### config.mk
export PLATFORM = sky130hd
export DESIGN_NAME = keypad_scanner_flat
export DESIGN_NICKNAME = d
export VERILOG_FILES = /design/src/rtl/keypad_scanner_if.sv /design/src/rtl/keypad_scanner.sv /design/src/flat_wrapper.sv
export SDC_FILE = /design/constraint.sdc
export NUM_CORES = 1
export LEC_CHECK = 0
export BUFFER_PORTS_ARGS = -buffer_cell sky130_fd_sc_hd__buf_2
export CAP_MARGIN = 10
export CORE_ASPECT_RATIO = 1.2
export CORE_MARGIN = 2
export CORE_UTILIZATION = 48
export CTS_CLUSTER_DIAMETER = 150
export DETAILED_ROUTE_END_ITERATION = 6
export GPL_TIMING_DRIVEN = 1
export PLACE_DENSITY = 0.68
export SYNTH_ARGS = -nofsm -noshare
export SYNTH_HDL_FRONTEND = slang
export SYNTH_SLANG_ARGS = --single-unit
### constraint.sdc
create_clock -name clk -period 9.25 [get_ports clk]
set_clock_uncertainty 0.15 [all_clocks]
set_input_delay 0.925 -clock clk [delete_from_list [all_inputs] [get_ports clk]]
set_output_delay 0.925 -clock clk [all_outputs]
set_load 0.03 [all_outputs]
### src/rtl/keypad_scanner_if.sv
// Keypad scanner signal bundle: matrix rows/columns plus the debounced key event outputs.
// master = scanner side (reads rows, drives columns and events); slave = keypad/consumer side.
// Handshake: key_valid is a one-clock strobe with no ready; key_code is valid whenever key_valid
// is high and holds its value until the next accepted press. star_pressed only ever pulses
// together with key_valid.
interface keypad_scanner_if;
   logic [3:0] row_n;
   logic [2:0] col_n;
   logic       is_pressed;
   logic       key_valid;
   logic [3:0] key_code;
   logic       star_pressed;

   modport master (
      input  row_n,
      output col_n, is_pressed, key_valid, key_code, star_pressed
   );

   modport slave (
      output row_n,
      input  col_n, is_pressed, key_valid, key_code, star_pressed
   );
endinterface

### src/rtl/keypad_scanner.sv
// 4x3 keypad scanner: column scan, 2-flop row synchroniser, per-frame classification
// (none / single / multi) and a frame-rate debounce FSM emitting one event per press.
// Optional auto-repeat while held is built only when KEYPAD_REPEAT_EN is defined.
// o_state exposes the debounce FSM state for observation.
module keypad_scanner #(
   parameter int SCAN_DIV        = 4,
   parameter int DEBOUNCE_FRAMES = 3,
   parameter int REPEAT_FRAMES   = 8
) (
   input  logic                     clk,
   input  logic                     reset,
   keypad_scanner_if.master         kp,
   output logic [1:0]               o_state
);

   typedef enum logic [1:0] {
      S_RELEASED     = 2'd0,
      S_PRESS_WAIT   = 2'd1,
      S_PRESSED      = 2'd2,
      S_RELEASE_WAIT = 2'd3
   } state_t;

   localparam int DIV_W = (SCAN_DIV > 1) ? $clog2(SCAN_DIV) : 1;
   localparam int CNT_W = $clog2(DEBOUNCE_FRAMES + 1);
   localparam logic [DIV_W-1:0] DIV_LAST  = DIV_W'(SCAN_DIV - 1);
   localparam logic [CNT_W-1:0] CNT_MAX   = CNT_W'(DEBOUNCE_FRAMES);
   localparam logic [CNT_W-1:0] CNT_LAST  = CNT_W'(DEBOUNCE_FRAMES - 1);

   logic [3:0]       r_row_meta, r_row_sync;
   logic [DIV_W-1:0] r_div;
   logic [1:0]       r_col;
   logic [2:0]       r_col_n;
   logic [11:0]      r_frame;
   state_t           r_state;
   logic [3:0]       r_cand;
   logic [CNT_W-1:0] r_cnt;
   logic             r_is_pressed, r_key_valid, r_star;
   logic [3:0]       r_key_code;

   logic             w_sample, w_frame_end, w_single, w_match;
   logic [11:0]      w_frame;
   logic [1:0]       w_nkeys;
   logic [3:0]       w_idx, w_code;

`ifdef KEYPAD_REPEAT_EN
   localparam int REP_W = $clog2(REPEAT_FRAMES + 1);
   localparam logic [REP_W-1:0] REP_LAST = REP_W'(REPEAT_FRAMES - 1);
   logic [REP_W-1:0] r_rep;
`else
   localparam int unused_repeat_frames = REPEAT_FRAMES;
`endif

   // Matrix position (row*3+col) to key code: 1..9, then *, 0, #.
   function automatic logic [3:0] idx_to_code(input logic [3:0] idx);
      case (idx)
         4'd9:    idx_to_code = 4'hA;
         4'd10:   idx_to_code = 4'h0;
         4'd11:   idx_to_code = 4'hB;
         default: idx_to_code = (idx < 4'd9) ? idx + 4'd1 : 4'h0;
      endcase
   endfunction

   // Rows are asynchronous to clk: two-flop synchroniser, idle level is all-high.
   always_ff @(posedge clk or posedge reset) begin
      if (reset) begin
         r_row_meta <= 4'hF;
         r_row_sync <= 4'hF;
      end else begin
         r_row_meta <= kp.row_n;
         r_row_sync <= r_row_meta;
      end
   end

   assign w_sample    = (r_div == DIV_LAST);
   assign w_frame_end = w_sample && (r_col == 2'd2);

   // Merge the current column's rows into the frame image on the last clock of each dwell.
   always_comb begin
      w_frame = r_frame;
      if (w_sample) begin
         for (int r = 0; r < 4; r++) begin
            case (r_col)
               2'd0:    w_frame[r*3]     = ~r_row_sync[r];
               2'd1:    w_frame[r*3 + 1] = ~r_row_sync[r];
               default: w_frame[r*3 + 2] = ~r_row_sync[r];
            endcase
         end
      end
   end

   // Classify the frame: number of keys down (saturating at 2) and the last key found.
   always_comb begin
      w_nkeys = 2'd0;
      w_idx   = 4'd0;
      for (int i = 0; i < 12; i++) begin
         if (w_frame[i]) begin
            if (w_nkeys != 2'd2) w_nkeys = w_nkeys + 2'd1;
            w_idx = 4'(i);
         end
      end
   end

   assign w_single = (w_nkeys == 2'd1);
   assign w_code   = idx_to_code(w_idx);
   assign w_match  = w_single && (w_code == r_cand);

   // Column scan: each column driven SCAN_DIV clocks, frame aligned to reset release.
   always_ff @(posedge clk or posedge reset) begin
      if (reset) begin
         r_div   <= '0;
         r_col   <= 2'd0;
         r_col_n <= 3'b110;
         r_frame <= '0;
      end else if (w_sample) begin
         r_div   <= '0;
         r_frame <= w_frame;
         case (r_col)
            2'd0:    begin r_col <= 2'd1; r_col_n <= 3'b101; end
            2'd1:    begin r_col <= 2'd2; r_col_n <= 3'b011; end
            default: begin r_col <= 2'd0; r_col_n <= 3'b110; end
         endcase
      end else begin
         r_div <= r_div + 1'b1;
      end
   end

   // Debounce FSM with registered event outputs, evaluated once per frame end.
   always_ff @(posedge clk or posedge reset) begin
      if (reset) begin
         r_state      <= S_RELEASED;
         r_cand       <= 4'd0;
         r_cnt        <= '0;
         r_is_pressed <= 1'b0;
         r_key_valid  <= 1'b0;
         r_key_code   <= 4'd0;
         r_star       <= 1'b0;
`ifdef KEYPAD_REPEAT_EN
         r_rep        <= '0;
`endif
      end else begin
         r_key_valid <= 1'b0;
         r_star      <= 1'b0;
`ifdef KEYPAD_REPEAT_EN
         if (r_state != S_PRESSED) r_rep <= '0;
`endif
         if (w_frame_end) begin
            case (r_state)
               S_RELEASED: begin
                  if (w_single) begin
                     r_state <= S_PRESS_WAIT;
                     r_cand  <= w_code;
                     r_cnt   <= CNT_W'(1);
                  end
               end
               S_PRESS_WAIT: begin
                  if (w_match) begin
                     if (r_cnt == CNT_LAST) begin
                        r_state      <= S_PRESSED;
                        r_cnt        <= '0;
                        r_is_pressed <= 1'b1;
                        r_key_valid  <= 1'b1;
                        r_key_code   <= r_cand;
                        r_star       <= (r_cand == 4'hA);
                     end else begin
                        r_cnt <= (r_cnt == CNT_MAX) ? r_cnt : r_cnt + 1'b1;
                     end
                  end else if (w_single) begin
                     r_cand <= w_code;
                     r_cnt  <= CNT_W'(1);
                  end else begin
                     r_state <= S_RELEASED;
                     r_cnt   <= '0;
                  end
               end
               S_PRESSED: begin
                  if (w_match) begin
`ifdef KEYPAD_REPEAT_EN
                     if (r_rep == REP_LAST) begin
                        r_rep       <= '0;
                        r_key_valid <= 1'b1;
                        r_star      <= (r_cand == 4'hA);
                     end else begin
                        r_rep <= r_rep + 1'b1;
                     end
`endif
                  end else begin
                     r_state <= S_RELEASE_WAIT;
                     r_cnt   <= CNT_W'(1);
`ifdef KEYPAD_REPEAT_EN
                     r_rep   <= '0;
`endif
                  end
               end
               default: begin
                  if (w_match) begin
                     r_state <= S_PRESSED;
                     r_cnt   <= '0;
                  end else if (r_cnt == CNT_LAST) begin
                     r_state      <= S_RELEASED;
                     r_cnt        <= '0;
                     r_is_pressed <= 1'b0;
                  end else begin
                     r_cnt <= (r_cnt == CNT_MAX) ? r_cnt : r_cnt + 1'b1;
                  end
               end
            endcase
         end
      end
   end

   assign kp.col_n        = r_col_n;
   assign kp.is_pressed   = r_is_pressed;
   assign kp.key_valid    = r_key_valid;
   assign kp.key_code     = r_key_code;
   assign kp.star_pressed = r_star;
   assign o_state         = r_state;

endmodule

### src/flat_wrapper.sv
// flat-port wrapper written by rule: the top's interface ports become plain ports
module keypad_scanner_flat 
#(
   parameter int SCAN_DIV        = 4,
   parameter int DEBOUNCE_FRAMES = 3,
   parameter int REPEAT_FRAMES   = 8
)
  (clk, reset, o_state, kp_row_n, kp_col_n, kp_is_pressed, kp_key_valid, kp_key_code, kp_star_pressed);
  keypad_scanner_if kp_i ();
  input  logic clk;
  input  logic reset;
  output logic [1:0] o_state;
  input wire logic [$bits(kp_i.row_n)-1:0] kp_row_n;
  output wire logic [$bits(kp_i.col_n)-1:0] kp_col_n;
  output wire logic [$bits(kp_i.is_pressed)-1:0] kp_is_pressed;
  output wire logic [$bits(kp_i.key_valid)-1:0] kp_key_valid;
  output wire logic [$bits(kp_i.key_code)-1:0] kp_key_code;
  output wire logic [$bits(kp_i.star_pressed)-1:0] kp_star_pressed;
  assign kp_i.row_n = kp_row_n;
  assign kp_col_n = kp_i.col_n;
  assign kp_is_pressed = kp_i.is_pressed;
  assign kp_key_valid = kp_i.key_valid;
  assign kp_key_code = kp_i.key_code;
  assign kp_star_pressed = kp_i.star_pressed;
  keypad_scanner #(.SCAN_DIV(SCAN_DIV), .DEBOUNCE_FRAMES(DEBOUNCE_FRAMES), .REPEAT_FRAMES(REPEAT_FRAMES)) u_core (.clk(clk), .reset(reset), .kp(kp_i), .o_state(o_state));
endmodule
==> results summary <==
The wire length per cell after detailed routing came out at 15.7 um. The complex-gate fraction of the synthesized area came out at 0.281. The via count normalized by instance count is 6.30. Summing over every cut layer, the via total after detailed routing is 2835. The leakage power total came out at 0.00152 uW. The total count of hold-check failures in the final report was 0. The horizontal die dimension is 78.7 um. The arrival time of the worst setup path is 7.44 ns.

The slew at the pin closest to its max-slew limit is 0.963 ns. The number of antenna diodes came out at 0. For this design, the slowest cell found on the critical path is a221oi_2. The number of gates resized after CTS was 0.

The adder-cell share of the synthesized area is 0.0624. The fraction of power consumed by sequential logic is 0.371. The longest clock path from root to sink contains 2 buffers. The power share of the clock group came out at 0.250. The clock insertion delay at the later pin of the skew report is 0.29 ns. The setup total negative slack is 0 ns. The number of buffers added to fix hold violations after cts is 0.

For this run, the share of the core covered by cells in the final layout is 0.537. Signal routing reaches up to met4. The share of the synthesized netlist area taken by xor and xnor gates is 0.0464. The sequential element share of the synthesized area is 0.331.

The clock transition time at the flip-flop clock pins of the worst setup and hold paths came out at 0.08 ns. Across the whole layout, storage elements account for 1060 um^2. The number of global-route vias before repair is 2784. Yosys mapped a number of flops with a built-in enable equal to 0.

In the routed design, unresolved DRC markers number 0. The switching power as a share of total power came out at 0.365. The worst setup path is of the register to register kind.

The clock tree from TritonCTS is yes. The post-detailed-routing wire length is 7090 um. The most numerous cell type found on the critical path is ha_1. The mean post-synth cell area is 9.20 um^2. The post-layout net count is 386.

The footprint of the multi-input gates came out at 2000 um^2. The initial utilization of the core area, before any placement, comes to 0.498. The level count of the clock H-tree is 2. The core area is 6450 um^2. The number of setup violations in the final report came out at 0.

The signal on the critical path passes through ha_1 > or3b_1 > o21ai_0 > inv_1 > ha_1 > a2111oi_1 > nor3_1 > a221oi_2 > a32oi_2 > xnor2_1 > nor2_1 > a311o_1 > or2_1 > a211oi_1 > a22oi_1 > ha_1 > nand3b_1 > and2_1 > a32o_1 > or3b_1 > o32ai_2. The maximum frequency from static timing analysis is 0.135 GHz. Summed over all layers, the global routing overflow is 0. The first-pass iteration count of the detailed router is 5.

The number of antenna violations at the first check in global routing is 0. The mux contribution to synthesized area is 0.0491. The relative slew slack is 0.358. The height of the die is 93.6 um. The global-route usage over all layers is 0.208.

The tightest min-delay check is of the register to register type. In this design, the largest share of critical-path delay is due to compound AO/OA/AOI/OAI gates. On the final layout, the worst hold slack is 0.208 ns. Entering global routing, the biggest net connects 43 pins.

The simple logic cell fraction of the synthesized area is 0.183. The required time of the worst setup path is 9.30 ns. The max-slew violation total from the final report came out at 0. The number of antenna-violating nets in the routed design is 0. The largest incremental delay on the critical path came out at 0.84 ns. Of the cells placed in the final design, the portion with a size suffix greater than 1 is 0.175. The number of rows in the core area is 32. The half-perimeter wire length after detailed placement is 5260 um. The worst setup path is captured at a register.

The net count of the mapped netlist came out at 371. Relative to the synthesized area, the layout overhead comes to 7.91%. The most common library cell in the layout ignoring fill and taps is dfrtp_1. Synthesis produced a netlist whose cell count is 349. Clock tree synthesis inserted a total of 5 buffers.

The final RePlAce weighted congestion came out at 1.01. The number of library cell types mapped by synthesis came out at 77. The most used flip-flop cell after synthesis is dfrtp_1. The flop and latch count out of synthesis is 42. 18 I/O pins were placed. The area of all placed cells without fillers came out at 3460 um^2. The clock net in this run drives a total of 42 sinks. The worst path buffer plus inverter count came out at 1.

The warning count from the yosys run came out at 0. The sum of routed wire segments on met1 came out at 2990 um. Of the total power, combinational logic draws 0.378.

The first global-routing pass estimated 12600 um of wire. After the first detailed-routing iteration, the DRC count stood at 270. The switching power is 211 uW. The internal cell power is 367 uW. The worst setup path is launched from a register.

The total cell area at the placement stage came out at 3350 um^2. The library cells used most frequently in the layout, excluding fill and tap cells, are dfrtp_1, nand2_1, nor2_1. The count of buffers added on input and output ports is 17. CTS placed an instance of clkbuf_8 at the clock tree root. The full die area came out at 7360 um^2. In this run the cell area of the synthesized design comes to 3210 um^2. The run finished with clean final reports. The share of the cycle needed by the critical path after routing is 0.799.

The largest family of logic cells by synthesized area is compound AO/OA/AOI/OAI gates. The detailed route wirelength on metal3 came out at 325 um. Fill cells in the final layout number 588. The buffers inserted during post-CTS setup optimization came out at 0. The fraction of registers with async set or reset after synthesis came out at 1.00. The total of max-cap violations is 0. The peak fanout along the critical path is 15. The maximum vdd drop is 0.168 mV. Setup repair after global routing left no endpoint under its margin. The routed length on met2 came out at 3480 um.

The final period demand of the worst path is 7.39 ns. The total power density per cell area came out at 167 nW/um^2.
Yosys cell counts, drive strengths merged, types with 3 or more instances:
library cell,count,area (um^2)
a2111oi,4,55.1
a211o,3,26.3
a211oi,6,50.1
a21bo,3,30.0
a21o,3,22.5
a21oi,17,85.1
a22oi,5,37.5
a311oi,4,35.0
a31oi,5,31.3
and3,4,25.0
buf,6,42.5
clkbuf,4,15.0
clkinv,5,18.8
dfrtp,32,801
dfstp,10,263
ha,16,200
inv,20,75.1
mux2,9,101
mux2i,4,56.3
nand2,25,93.8
nand3,13,70.1
nand3b,3,35.0
nand4,3,18.8
nor2,23,88.8
nor3,13,65.1
nor4,3,25.0
o211a,5,50.1
o211ai,5,42.5
o21a,9,67.6
o21ai,19,95.1
o22ai,3,18.8
or2,4,25.0
or3,4,25.0
xnor2,12,105
xor2,5,43.8
cell type report:
class / instances / share of cell area
inverter: 25 / 0.0271
sequential: 42 / 0.307
multi-input combinational: 272 / 0.576
clock buffer: 5 / 0.0199
timing repair buffer: 18 / 0.0267
tap: 85 / 0.0307
clock inverter: 3 / 0.0126
cells by family after synthesis:
| family | Yosys count |
|---|---|
| DFF | 42 |
| buffers and inverters | 35 |
| xor gates and xnor gates | 17 |
| AOI/OAI and AO/OA | 117 |
| and+or+nand+nor | 109 |
| muxes | 13 |
| adders and majority gates | 16 |
state kept, by name (all words and copies together) (netlist names), named ones only:
name / count
u_core.r_div: 2
u_core.kp.is_pressed: 1
u_core.r_row_meta: 4
u_core.r_row_sync: 4
u_core.kp.col_n: 3
u_core.r_cand: 4
u_core.r_cnt: 2
u_core.r_col: 2
u_core.o_state: 1
u_core.kp.key_valid: 1
u_core.kp.key_code: 4
u_core.kp.star_pressed: 1
u_core.r_frame: 12
metrics by stage:
step	worst slack, ns	total power [uW]	cells
after floorplan	3.05	390	349
after global placement	2.14	431	442
after detailed placement	1.98	432	442
after CTS	1.94	580	450
after global routing	1.15	617	450
final	1.86	578	450
worst register-to-register path, stage by stage, from the launching register on:
cell and delay [ns]:
dfrtp_1 0.35, ha_1 0.47, or3b_1 0.50, o21ai_0 0.35, inv_1 0.11, ha_1 0.39
a2111oi_1 0.50, nor3_1 0.14, a221oi_2 0.84, a32oi_2 0.28, xnor2_1 0.47, nor2_1 0.08
a311o_1 0.37, or2_1 0.26, a211oi_1 0.37, a22oi_1 0.12, ha_1 0.31, nand3b_1 0.20
and2_1 0.21, a32o_1 0.25, or3b_1 0.37, o32ai_2 0.19
power groups by stage:
stage / Sequential, uW / Combinational (uW) / Clock, uW
finish: 214 / 218 / 145
global route: 217 / 245 / 155
CTS: 215 / 216 / 149
detailed placement: 218 / 213 / 0
global placement: 218 / 214 / 0
floorplan: 220 / 171 / 0
metal layers:
metal	vias to the layer above	track usage
li1	1341	-
met1	1360	0.262
met3	33	0.0193
met5	-	0
met4	0	0.113
met2	101	0.351
path summary, 6_finish.rpt:
kind                       slack (ns)                      startpoint                             end  depth (start not counted)
min in group asynchronous        0.59                           reset  u_core.kp.col_n[0]$_DFFE_PP0N_                          3
max reg2reg                      1.86       u_core.r_div[0]$_DFF_PP0_     u_core.r_cnt[0]$_DFFE_PP0P_                         21
max in group asynchronous        7.98                           reset  u_core.r_row_sync[3]$_DFF_PP1_                          3
min reg2reg                      0.21  u_core.r_row_meta[0]$_DFF_PP1_  u_core.r_row_sync[0]$_DFF_PP1_                          0
min                              0.21  u_core.r_row_meta[0]$_DFF_PP1_  u_core.r_row_sync[0]$_DFF_PP1_                          0
max                              1.86       u_core.r_div[0]$_DFF_PP0_     u_core.r_cnt[0]$_DFFE_PP0P_                         21
Power figures use the tool's default switching activity.
